===== config.mk =====
export PLATFORM = sky130hd
export DESIGN_NAME = d_delay_line
export DESIGN_NICKNAME = d
export VERILOG_FILES = /design/src/rtl/d_delay_line_pkg.sv /design/src/rtl/d_ff_en.sv /design/src/rtl/d_delay_line.sv
export SDC_FILE = /design/constraint.sdc
export NUM_CORES = 1
export LEC_CHECK = 0
export CORE_MARGIN = 1
export CORE_UTILIZATION = 50
export CTS_CLUSTER_DIAMETER = 150
export DETAILED_ROUTE_END_ITERATION = 7
export GPL_TIMING_DRIVEN = 0
export PLACE_DENSITY = 0.76
export SLEW_MARGIN = 20
export SYNTH_ARGS = -nofsm -noshare
export SYNTH_HDL_FRONTEND = slang
export SYNTH_SLANG_ARGS = --single-unit

===== constraint.sdc =====
create_clock -name CLK -period 2.43 [get_ports CLK]
set_input_delay 0.486 -clock CLK [delete_from_list [all_inputs] [get_ports CLK]]
set_output_delay 0.486 -clock CLK [all_outputs]
set_load 0.03 [all_outputs]

===== src/rtl/d_delay_line_pkg.sv =====
// Shared constants and width helpers for the d_delay_line register pipeline.
package d_delay_line_pkg;

  // Every bit of the default reset word; widened to WIDTH by the user.
  localparam logic DefaultResetBit = 1'b0;

  function automatic int unsigned tap_width(input int unsigned depth);
    return (depth > 1) ? $clog2(depth) : 1;
  endfunction

  function automatic int unsigned occ_width(input int unsigned depth);
    return $clog2(depth + 1);
  endfunction

endpackage


===== src/rtl/d_ff_en.sv =====
// WIDTH-bit register with synchronous active-low reset and load enable.
module d_ff_en #(
  parameter int unsigned      WIDTH       = 8,
  parameter logic [WIDTH-1:0] RESET_VALUE = '0
) (
  input  logic             clk_i,
  input  logic             rst_ni,
  input  logic             en_i,
  input  logic [WIDTH-1:0] d_i,
  output logic [WIDTH-1:0] q_o
);

  logic [WIDTH-1:0] q_d, q_q;

  always_comb begin
    q_d = q_q;
    if (en_i) q_d = d_i;
  end

  always_ff @(posedge clk_i) begin
    if (!rst_ni) q_q <= RESET_VALUE;
    else         q_q <= q_d;
  end

  assign q_o = q_q;

endmodule


===== src/rtl/d_delay_line.sv =====
// Clock-enabled DEPTH-stage word pipeline with per-stage valid bits, flush,
// a selectable read tap and a registered occupancy count.
module d_delay_line
  import d_delay_line_pkg::*;
#(
  parameter int unsigned      WIDTH       = 8,
  parameter int unsigned      DEPTH       = 4,
  parameter logic [WIDTH-1:0] RESET_VALUE = {WIDTH{DefaultResetBit}},
  localparam int unsigned     TAP_W       = tap_width(DEPTH),
  localparam int unsigned     OCC_W       = occ_width(DEPTH)
) (
  input  logic             CLK,
  input  logic             Reset,
  input  logic [WIDTH-1:0] D,
  input  logic             D_valid,
  input  logic             CE,
  input  logic             Flush,
  input  logic [TAP_W-1:0] Tap_sel,
  output logic [WIDTH-1:0] Q,
  output logic             Q_valid,
  output logic [WIDTH-1:0] Tap,
  output logic             Tap_valid,
  output logic [OCC_W-1:0] Occupancy
);

  localparam int unsigned SumW = OCC_W + 1;

  logic [WIDTH-1:0] stage_q [DEPTH];
  logic [DEPTH-1:0] valid_d, valid_q;
  logic [OCC_W-1:0] occ_d, occ_q;
  logic [SumW-1:0]  occ_sum;
  logic             stage_en;

  // Flush freezes stage data so the cleared words stay observable on the tap.
  assign stage_en = CE & ~Flush;

  for (genvar g = 0; g < DEPTH; g++) begin : g_stage
    logic [WIDTH-1:0] stage_in;
    if (g == 0) begin : g_head
      assign stage_in = D;
    end else begin : g_body
      assign stage_in = stage_q[g-1];
    end
    d_ff_en #(
      .WIDTH       (WIDTH),
      .RESET_VALUE (RESET_VALUE)
    ) u_ff (
      .clk_i  (CLK),
      .rst_ni (Reset),
      .en_i   (stage_en),
      .d_i    (stage_in),
      .q_o    (stage_q[g])
    );
  end

  always_comb begin
    valid_d = valid_q;
    occ_d   = occ_q;
    occ_sum = {1'b0, occ_q} + SumW'(D_valid) - SumW'(valid_q[DEPTH-1]);
    if (Flush) begin
      valid_d = '0;
      occ_d   = '0;
    end else if (CE) begin
      valid_d[0] = D_valid;
      for (int i = 1; i < DEPTH; i++) valid_d[i] = valid_q[i-1];
      occ_d = occ_sum[OCC_W-1:0];
    end
  end

  always_ff @(posedge CLK) begin
    if (!Reset) begin
      valid_q <= '0;
      occ_q   <= '0;
    end else begin
      valid_q <= valid_d;
      occ_q   <= occ_d;
    end
  end

  // The sum never exceeds DEPTH, so its top bit is always zero.
  logic unused_occ_msb;
  assign unused_occ_msb = occ_sum[OCC_W];

  always_comb begin
    Tap       = RESET_VALUE;
    Tap_valid = 1'b0;
    for (int unsigned i = 0; i < DEPTH; i++) begin
      if (Tap_sel == TAP_W'(i)) begin
        Tap       = stage_q[i];
        Tap_valid = valid_q[i];
      end
    end
  end

  assign Q         = stage_q[DEPTH-1];
  assign Q_valid   = valid_q[DEPTH-1];
  assign Occupancy = occ_q;

endmodule


======== Yosys cells after proc, flatten, opt, wreduce, memory -nomap -nowiden ========
Index checks and enable logic that the tools add are counted.
Widths: inputs -> output; s select.
cells by class
  add/sub/neg operators ................... 2
  equal/unequal tests ..................... 3
  muxes and demuxes ....................... 8
  bitwise operators ....................... 3
  reduce and logical (&&, ||, !) cells .... 2
operators with widths
  operator            count
  $mux 8              4
  $eq 2x2->1 const B  2
  $mux 1              4
  $add 3x1->3         1
  $sub 3x1->3         1
  $eq 2x1->1 const B  1
  $logic_not 2->1     1
  $not 1->1           2
  $reduce_or 2->1     1
  $and 1x1->1         1
word-level totals
  bits in registers ....................... 39
  bits of input ports ..................... 15
  logic and storage cells ................. 24

======== Depth between registers and ports, before layout ========
  depth after elaboration ................. 5
  mapped depth ............................ 9
  depth with buffers taken out ............ 9

======== Cells and area by module ========
From an unflattened synthesis, not the netlist that was laid out.
second synthesis, totals
  cell total of the unflattened synthesis .. 145
  area, all modules ....................... 1,762.9 um2
modules (own cells, without submodules)
  module        instances  cells an instance  area an instance (um2)  sequential area each (um2)
  d_ff_en       4          25                 301.5                   160.2
  d_delay_line  1          45                 556.8                   140.1

======== Least setup slack after synthesis ========
Ideal clock, no wire load.
  path type ............................... register to register
  start ................................... register occ_q[0], in the netlist Occupancy[0]
  end ..................................... register occ_q[2], in the netlist Occupancy[2]
  library setup time ...................... 116 ps
  arrival time ............................ 1,867 ps
  data required time ...................... 2,314 ps
  path slack .............................. 448 ps
  cell stages (with the launch flop) ...... 10
  path buffers ............................ 0
  period minus slack after synthesis ...... 1,982 ps
  cells stage by stage .................... dfxtp_1 > inv_1 > ha_1 > inv_1 > ha_1 > inv_1 > fa_1 > xor2_1 > a211oi_2 > a31o_1
between the ends
  longest elaborated chain between the ends .. 2
ends and longest elaborated chain
  item                    line                text
  start, declared         d_delay_line.sv:30  logic [OCC_W-1:0] occ_d, occ_q;
  start signal, assigned  d_delay_line.sv:73  occ_q <= '0;
  start signal, assigned  d_delay_line.sv:76  occ_q <= occ_d;
  $add 3x1->3             d_delay_line.sv:59  occ_sum = {1'b0, occ_q} + SumW'(D_valid) - SumW'(valid_q[DEPTH-1]);
  $sub 3x1->3             d_delay_line.sv:59
No other way between the ends.
A chain may end at the register's enable or synchronous reset.

======== Worst setup path in the final report ========
  start ................................... register g_stage[3].u_ff.q_q[3]
  end ..................................... output port Tap[3]
between the ends
  longest elaborated chain between the ends .. 1
ends and longest elaborated chain
  item                    line                text
  start, declared         d_ff_en.sv:13       logic [WIDTH-1:0] q_d, q_q;
  start signal, assigned  d_ff_en.sv:22       else q_q <= q_d;
  $mux 8                  d_delay_line.sv:88  if (Tap_sel == TAP_W'(i)) begin
  end, declared           d_delay_line.sv:21  output logic [WIDTH-1:0] Tap,
No other way between the ends.

==> run_results.csv <==
group,metric,value,unit
run_status,status,"finished, final reports clean",
pwr,peakVddDrop,303,uV
timing,slew_violations,0,
worst_setup_path,crit_end,"Tap[3]",
timing,fin_ws,0.142,ns
worst_setup_path,start_kind,"flip-flop",
detailed_routing,wl_per_cell,14.8,um
timing,setup_viol,0,
logic_synthesis,ys.flop_type,"dfxtp_1",
flow_run,max_cap_violations,0,
timing,holdWs,0.477,ns
worst_setup_path,critical-path-top-delay-family,"buffers and inverters",
timing,max_freq,437,MHz
finish,fin_nets,242,
finish,final_cells,270,
timing,worst_slew_pin_slew,0.463,ns
placement,place_area,0.00217,mm2
global_routing,antenna_found_initial,0,
logic_synthesis,yosysWarnings,0,
detailed_routing,vias_per_cell,5.23,
finish,layout-drive-gt1-share,12.9,%
worst_setup_path,rr_worst_depth,9,
worst_setup_path,criticalPathCategory,"reg -> out",
clocking,cts_setup_buffers,0,
pwr,switching_power,282,uW
clocking,cts_buffers,5,
logic_synthesis,synth_seq_cells,39,
detailed_routing,antenna_left,0,
clocking,clockBufferDepth,2,
global_routing,grt_pass1_wl,6290,um
worst_setup_path,cp_cell_sequence,"mux4_2 -> clkdlybuf4s50_1",
pwr,p_clk_share,29.8,%
worst_setup_path,cp.required,1.94,ns
worst_setup_path,slowest_stage,"clkdlybuf4s50_1",
logic_synthesis,yosys-top-cells-area,"dfxtp_1, nand2_1, a21boi_1",
timing,tns,0,ns
pwr,power.total,1.14,mW
placement,gp_congestion,0.817,
logic_synthesis,synth_cell_types,21,
die,io_pins,36,
die,fp.dieH,61.6,um
timing,maxSlewHeadroom,69.1,%
die,start_util,52.9,%
clocking,cts_resized,0,
logic_synthesis,async_flop_share,0,%
placement,portBuffers,33,
logic_synthesis,synth_top_area_cell,"dfxtp_1",
pwr,switching_share,24.8,%
clocking,clock_latency,0.35,ns
clocking,cts_hold_buf,0,
finish,fin_util,66.1,%
global_routing,grt_pass1_vias,1295,
pwr,leakagePower,0.802,nW
logic_synthesis,synth_nets,202,
pwr,power.internal,855,uW
min_path,hp-class,"reg -> reg",
die,rows,21,
clocking,cts_htree_levels,2,
logic_synthesis,synth_edf_count,0,
timing,hold_viol,0,
timing,period_minus_slack,2.29,ns
worst_setup_path,cp.depth,2,
pwr,seqPwrFrac,58.0,%
die,coreArea,0.00336,mm2
worst_setup_path,end_kind,"primary output",
timing,rsz0062_at_grt,"no",
worst_setup_path,reg2reg_to,"Occupancy[2]",
worst_setup_path,r2r-start,"Occupancy[0]",
clocking,ctsRootBufferMaster,"clkbuf_4",
global_routing,grt_usage,23.8,%
logic_synthesis,yosysSeqAreaShare,43.9,%
global_routing,grt_max_degree,12,
pwr,p_per_area,512,mW/mm2
worst_setup_path,setup.worst_path.start,"g_stage[3].u_ff.q_o[3]",
logic_synthesis,syn_area,0.00178,mm2
worst_setup_path,crit_path_max_fanout,3,
detailed_routing,vias,1413,
finish,area_delta_synth_final,25.0,%
worst_setup_path,crit_path_max_incr_delay,0.61,ns
clocking,clk_pin_slew,0.11,ns
timing,skew,0.00346,ns
die,dieArea,0.00380,mm2
logic_synthesis,avgSynthCellArea,9.66,um2
detailed_routing,dr.pass1.iters,4,
logic_synthesis,synth_common_cells,"nand2_1, dfxtp_1, a21boi_1",
logic_synthesis,syn_inst,184,
pwr,combPwrFrac,12.2,%
logic_synthesis,yosysTopAreaCellShare,43.9,%
detailed_routing,drc_errors,0,
detailed_routing,drtIter0Drc,67,
die,die_w,61.6,um
clocking,cts_tree,"built",
finish,stdcell_area,0.00222,mm2
placement,placed_cells,263,
worst_setup_path,cp_num_buf_inv,1,
timing,finalCritPeriodShare,94.2,%
finish,n_antenna_cell,0,
placement,pre_cts_ws,0.163,ns
placement,hpwl,2740,um
logic_synthesis,yosysMostFrequentCell,"nand2_1",
global_routing,grt_overflow,0,
detailed_routing,wirelength,4000,um
worst_setup_path,cp.arrival,1.80,ns
worst_setup_path,r2r_setup_slack,0.56,ns
clocking,clock_sinks,39,
-- cells by family (layout without fill, tap and decap cells) --
group / count (synthesis) / count (layout) / synth area share [%]
buffers and inverters: 18 / 58 / 7.25
flip-flops: 39 / 39 / 43.9
adder cells (fa/ha/maj): 3 / 3 / 2.53
XOR/XNOR: 1 / 1 / 0.493
multiplexers: 14 / 14 / 14.2
AND/OR/NAND/NOR: 74 / 74 / 16.5
AO/OA/AOI/OAI: 35 / 35 / 15.1
-- how the worst min path moves through the flow --
| stage | from | endpoint | slack (ns) | cells after the start |
|---|---|---|---|---|
| floorplan | g_stage[1].u_ff.q_o[0] | g_stage[2].u_ff.q_o[0] | 0.44 | 2 |
| global placement | g_stage[1].u_ff.q_o[2] | g_stage[2].u_ff.q_o[2] | 0.45 | 2 |
| detailed placement | g_stage[1].u_ff.q_o[5] | g_stage[2].u_ff.q_o[5] | 0.46 | 2 |
| CTS | g_stage[0].u_ff.q_o[1] | g_stage[1].u_ff.q_o[1] | 0.48 | 2 |
| global route | g_stage[2].u_ff.q_o[7] | g_stage[2].u_ff.q_o[7] | 0.49 | 2 |
| finish | g_stage[3].u_ff.q_o[4] | g_stage[3].u_ff.q_o[4] | 0.48 | 2 |
-- power groups by stage --
| stage | clock (mW) | combinational (mW) | sequential (mW) |
|---|---|---|---|
| 2_1_floorplan | 0 | 0.0862 | 0.675 |
| 3_3_place_gp | 0 | 0.136 | 0.673 |
| 3_5_place_dp | 0 | 0.139 | 0.674 |
| 4_1_cts | 0.348 | 0.140 | 0.660 |
| 5_1_grt | 0.385 | 0.149 | 0.662 |
| 6_report | 0.339 | 0.139 | 0.660 |
-- cell type report --
type	instances	area, um2
plain buffers	14	114
well taps	46	57.6
multi-input cells	127	868
fillers	290	1140
inverters	4	15.0
flip-flops and latches	39	781
clock inverters	1	5.00
clock buffers	6	51.3
repair buffers	33	330
-- layout by cell type, fill, tap and decap left out --
cell type and n:
clkbuf_1 3, dfxtp_1 39, clkbuf_4 5, ha_1 2
nand2b_1 1, nand2b_4 1, buf_4 4, xor2_1 1
nor2_1 7, a31o_1 1, a211oi_2 1, mux2i_1 5
buf_2 1, clkdlybuf4s50_1 33, clkinv_2 1, fa_1 1
a211oi_1 1, a21boi_0 2, inv_1 4, a21boi_1 30
buf_6 6, clkbuf_8 1, mux4_2 9, nor2b_1 1
nand2_1 64
-- registers in the layout, summed over array words and instances (netlist names) --
| name | flops |
|---|---|
| g_stage.u_ff.q_o | 32 |
| valid_q | 4 |
| Occupancy | 3 |
-- routing by layer --
layer  global-route usage (%)  vias up  part of all wire, %
li1                         -      688                    -
met4                     9.52        0                  1.3
met3                     6.72        6                  4.2
met5                        0        -                    0
met1                     29.7      685                   46
met2                     38.9       34                   48
-- worst reg2reg max path, delay by kind of cell (launching register included) --
family                     cells  cell delay (ns)
AOI/OAI and AO/OA              2             0.28
buffers and inverters          3             0.15
xor gates and xnor gates       1             0.22
adders and majority gates      3             0.77
DFF                            1             0.37
Power figures use the tool's default switching activity.
